===== config.mk =====
export PLATFORM = sky130hd
export DESIGN_NAME = mips32_mem_arbiter
export DESIGN_NICKNAME = d
export VERILOG_FILES = /design/src/rtl/mips32_mem_arbiter.sv
export SDC_FILE = /design/constraint.sdc
export NUM_CORES = 1
export LEC_CHECK = 0
export ABC_AREA = 1
export BUFFER_PORTS_ARGS = -buffer_cell sky130_fd_sc_hd__clkbuf_2
export CELL_PAD_IN_SITES_DETAIL_PLACEMENT = 1
export CELL_PAD_IN_SITES_GLOBAL_PLACEMENT = 2
export CORE_MARGIN = 2
export CORE_UTILIZATION = 10
export DETAILED_ROUTE_END_ITERATION = 8
export GPL_TIMING_DRIVEN = 0
export PLACE_DENSITY_LB_ADDON = 0.1
export SLEW_MARGIN = 20
export SYNTH_ARGS = -nofsm -noshare
export SYNTH_HDL_FRONTEND = slang
export SYNTH_SLANG_ARGS = --single-unit

===== constraint.sdc =====
create_clock -name clk -period 1.2 [get_ports clk]
set_clock_uncertainty 0.05 [all_clocks]
set_input_delay 0 -clock clk [delete_from_list [all_inputs] [get_ports clk]]
set_output_delay 0 -clock clk [all_outputs]
set_load 0.02 [all_outputs]

===== src/rtl/mips32_mem_arbiter.sv =====
// mips32_mem_arbiter: shares the single-port unified memory of the MIPS32 core
// between the instruction-fetch port and the data-memory port. At most one
// command is issued per cycle. A MEM_LAT-deep tag pipe routes read data back
// to its owner, and a taken-branch flush kills fetch reads still in flight.
// Optional feature macro: MIPS32_ARB_STARVE_GUARD_EN. When it is defined, a
// fetch that has stalled for STARVE_MAX cycles is granted ahead of data.
module mips32_mem_arbiter #(
  parameter int AW         = 10,
  parameter int DW         = 32,
  parameter int MEM_LAT    = 1,
  parameter int STARVE_MAX = 4
) (
  input  logic          clk,
  input  logic          rst_n,
  input  logic          if_req,
  input  logic [AW-1:0] if_addr,
  input  logic          if_flush,
  output logic          if_gnt,
  output logic          if_rvalid,
  output logic [DW-1:0] if_rdata,
  input  logic          dm_req,
  input  logic          dm_we,
  input  logic [AW-1:0] dm_addr,
  input  logic [DW-1:0] dm_wdata,
  output logic          dm_gnt,
  output logic          dm_rvalid,
  output logic [DW-1:0] dm_rdata,
  output logic          mem_en,
  output logic          mem_we,
  output logic [AW-1:0] mem_addr,
  output logic [DW-1:0] mem_wdata,
  input  logic [DW-1:0] mem_rdata,
  output logic          busy
);

  typedef enum logic [1:0] {S_IDLE, S_DATA, S_FETCH} state_t;

  state_t               r_state;
  logic [MEM_LAT-1:0]   r_tagV;
  logic [MEM_LAT-1:0]   w_tagF;
  logic                 w_forceIf;
  logic                 w_rdGnt;
  logic                 w_outV;
  logic                 w_outF;

  // Only 1..4 cycles of read latency are meaningful for this memory.
  if (MEM_LAT < 1 || MEM_LAT > 4 || STARVE_MAX < 1) begin : g_badParams
    $error("mips32_mem_arbiter: MEM_LAT must be 1..4 and STARVE_MAX >= 1");
  end

  assign dm_gnt = dm_req & ~w_forceIf;
  assign if_gnt = if_req & (~dm_req | w_forceIf);

  assign mem_en    = if_gnt | dm_gnt;
  assign mem_we    = dm_gnt & dm_we;
  assign mem_addr  = dm_gnt ? dm_addr : (if_gnt ? if_addr : '0);
  assign mem_wdata = dm_gnt ? dm_wdata : '0;

  assign w_rdGnt = if_gnt | (dm_gnt & ~dm_we);

`ifdef MIPS32_ARB_STARVE_GUARD_EN
  localparam int            CW     = $clog2(STARVE_MAX + 1);
  localparam logic [CW-1:0] LP_MAX = CW'(STARVE_MAX);

  logic [CW-1:0] r_starveCnt;
  logic          w_atMax;

  assign w_atMax   = (r_starveCnt == LP_MAX);
  assign w_forceIf = w_atMax & if_req;

  // Count cycles a requesting fetch is refused; reaching the limit forces one fetch grant.
  always_ff @(posedge clk or negedge rst_n) begin
    if (!rst_n) begin
      r_starveCnt <= '0;
    end else if (if_gnt || w_atMax) begin
      r_starveCnt <= '0;
    end else if (if_req) begin
      r_starveCnt <= r_starveCnt + CW'(1);
    end
  end
`else
  assign w_forceIf = 1'b0;
`endif

  // Track the owner of the last grant; it also supplies the owner bit of the newest tag.
  always_ff @(posedge clk or negedge rst_n) begin
    if (!rst_n) begin
      r_state <= S_IDLE;
    end else if (dm_gnt) begin
      r_state <= S_DATA;
    end else if (if_gnt) begin
      r_state <= S_FETCH;
    end else begin
      r_state <= S_IDLE;
    end
  end

  assign w_tagF[0] = (r_state == S_FETCH);

  if (MEM_LAT > 1) begin : g_deepTag
    logic [MEM_LAT-1:1] r_tagF;

    // Owner bits follow the valid bits down the pipe.
    always_ff @(posedge clk or negedge rst_n) begin
      if (!rst_n) begin
        r_tagF <= '0;
      end else begin
        r_tagF[1] <= w_tagF[0];
        for (int i = 2; i < MEM_LAT; i++) begin
          r_tagF[i] <= r_tagF[i-1];
        end
      end
    end

    assign w_tagF[MEM_LAT-1:1] = r_tagF;
  end

  // Shift read tags; a flush drops every fetch-owned tag but keeps the one granted now.
  always_ff @(posedge clk or negedge rst_n) begin
    if (!rst_n) begin
      r_tagV <= '0;
    end else begin
      r_tagV[0] <= w_rdGnt;
      for (int i = 1; i < MEM_LAT; i++) begin
        r_tagV[i] <= r_tagV[i-1] & ~(if_flush & w_tagF[i-1]);
      end
    end
  end

  assign w_outV = r_tagV[MEM_LAT-1];
  assign w_outF = w_tagF[MEM_LAT-1];

  assign if_rvalid = w_outV & w_outF & ~if_flush;
  assign dm_rvalid = w_outV & ~w_outF;
  assign if_rdata  = if_rvalid ? mem_rdata : '0;
  assign dm_rdata  = dm_rvalid ? mem_rdata : '0;
  assign busy      = |r_tagV;

endmodule


==> summary.txt <==
Status
  – Outcome: finished, violations left
  – Failing checks: setup timing

Floorplanning
  – Initial Util: 10.2%
  – Die H: 104 µm
  – Width of the die: 104 µm
  – Rows: 36
  – Std-Cell Core Area: 0.00973 mm²
  – Die ar.: 0.0107 mm²
  – Ports: 203

Timing
  – Crit path time final: 1.36 ns
  – Final worst path period share: 114%
  – Final setup fails: 66
  – Hold Fails Final Rpt: 0
  – Slew @ Worst Pin: 0.180 ns
  – Slew margin rel.: 88.0%
  – Unrepaired setup endpoints after global routing: true
  – Maximum achievable frequency: 0.734 GHz
  – Pins Over Slew Limit: 0
  – Worst Setup Slack, final: -0.162 ns

Clocking
  – Clk sinks: 3
  – Worst-path clk slew: 0.03 ns
  – Number of CTS-inserted buffers: 3
  – CTS tree: built
  – CTS root buf: clkbuf_8
  – H-tree levels: 1
  – Clock Path Buffers: 2

Global routing
  – Largest net degree at the start of global routing: 11
  – Vias in the first global route: 1903
  – Global-route wire length before repair: 8930 µm
  – Initial antenna violation count: 0
  – Tot GR Track Use: 9.77%
  – Gr ovfl total: 0

Route
  – TritonRoute pass-1 iters: 2
  – 1st-iter DRT viols: 29
  – Met3 routed WL: 661 µm
  – Avg WL per Cell: 10.2 µm
  – Vias: 1992
  – Post-route DRC: 0
  – Max layer used: met4
  – Met1 wire length: 2180 µm
  – Met2 wire length: 3030 µm
  – Post-Route WL: 5890 µm
  – Via/cell ratio: 3.46
  – DRT antenna net count: 0

Worst setup path
  – WP depth: 6
  – Worst path bufs/invs: 3
  – CP endpoint kind: output port
  – Crit Path Category: flop to output port
  – Critical path data required time: 1.15 ns
  – CP Data Arrival Time: 1.31 ns
  – CP max stage cell: dfrtp_1
  – Crit path cell chain: inv_2, nor2_4, nand2_4, buf_8, nor2_2, buf_6
  – Worst setup SP type: flop
  – Crit Path Max Fanout: 5
  – Critical path's largest stage delay: 0.37 ns
  – Worst path top cell family by delay: flip-flops

Final layout
  – NumNets Final: 534
  – Share of layout cells above drive strength 1: 60.7%
  – Most common cell after layout, fill and taps aside: clkbuf_2
  – FILL cells: 1301
  – Commonest non-fill, non-tap cells in the layout: clkbuf_2 (137), inv_1 (69), nand2_1 (64), buf_4 (43), nor2_1 (32)
  – Ant. Diodes: 0
  – Finished Layout Cells: 576
  – Layout area overhead: 181%

Pwr
  – Total power: 1330 µW
  – PD cells: 476 mW/mm²
  – LEAKAGE: 0.00194 µW
  – Peak supply drop: 0.228 mV

Worst hold path
  – Hold Crit Depth: 3
  – Hold Crit Endpoint: busy
  – Worst hold path class: input pin to flop
  – Hold_sp: if_req

Synth
  – Yosys reg bits: 3
  – Post-synthesis net count: 314
  – Synthesized cell area: 993 µm²
  – Netlist cell types: 13
  – Yosys warns: 0
  – Seq/Total Area, Yosys: 7.56%
  – Synth top area share: 26.8%
  – Post-Syn Instances: 224
  – Cell taking the most area after synthesis: inv_1
  – Top cells by area, synth: inv_1 (27%), nand2_1 (25%), nor2_1 (21%), dfrtp_1 (7.6%), buf_6 (5.7%)
  – Syn avg cell area: 4.44 µm²

Placement
  – IO buf count: 202
  – Placed cells: 559
  – Detailed Place HPWL: 4780 µm
  – RD Place Congestion: 0.709

Run
  – Max Cap Violations: 0
-- cells in the mapped netlist (all sizes together) --
| cell type | count |
|---|---|
| inv | 73 |
| nand2 | 67 |
| nor2 | 66 |
| buf | 13 |
| dfrtp | 3 |
| o21ai | 1 |
| or2 | 1 |
-- worst max-delay path by stage --
| stage | startpoint | endpoint |
|---|---|---|
| 2_1_floorplan | busy | if_rdata[22] |
| 3_3_place_gp | r_state[0] | dm_rdata[0] |
| 3_5_place_dp | r_state[0] | dm_rdata[30] |
| 4_1_cts | busy | if_rdata[18] |
| 5_1_grt | busy | if_rdata[25] |
| 6_report | busy | if_rdata[25] |
-- through the flow --
stage                     setup WS, ns  area, µm²  utilization (%)  hold slack, ns  TNS (ns)
final                           -0.162       2800             28.7          0.0225     -7.23
after global routing            -0.228       2800             28.7          0.0755    -12.36
after CTS                       -0.198       2480             25.5          0.0235     -9.81
after detailed placement       -0.0771       2170             22.3          -0.250     -1.60
after global placement         -0.0688       2170             22.3          -0.253     -1.45
after floorplan               0.000332        993                -          -0.346         0
-- what timing repair did --
| action | CTS | global route |
|---|---|---|
| hold buffers | 4 | 0 |
| buffers inserted | 1 | 4 |
| hold endpoints to repair | 6 | 0 |
| pin swaps | 1 | 2 |
| gates resized for setup | 69 | 131 |
| gates cloned | 2 | 2 |
| setup endpoints to repair | 66 | 66 |
-- layout make-up --
cell class	instances	area (µm²)	share of cell area, %
plain buffers	13	145	5.19
clock buffers	4	45.0	1.61
well taps	133	166	5.95
inverters	73	274	9.80
multi-input cells	136	699	25.0
flip-flops and latches	3	75.1	2.68
repair buffers	214	1390	49.8
-- cells by family (layout without fill, tap and decap cells) --
group / Yosys count / after routing / synth area share (%)
buffers and inverters: 86 / 304 / 37.5
and+or+nand+nor: 134 / 135 / 54.4
AOI/OAI and AO/OA: 1 / 1 / 0.503
DFF: 3 / 3 / 7.56
-- registers in the layout (all words and copies together) (netlist names) --
name	cells
busy	1
r_state	2
-- metal layers --
layer | track usage, % | vias to the layer above
met5 | 0 | -
met1 | 10.1 | 842
met2 | 18.7 | 119
met4 | 1.25 | 0
met3 | 4.09 | 2
li1 | - | 1029
-- where the power goes --
group	internal [µW]	leakage [µW]	total [µW]	switching, µW
clock network	226	0.0000228	290	63.4
registers	108	0.0000365	113	5.23
logic	394	0.00188	927	534
total	728	0.00194	1330	602
Power figures use the tool's default switching activity.
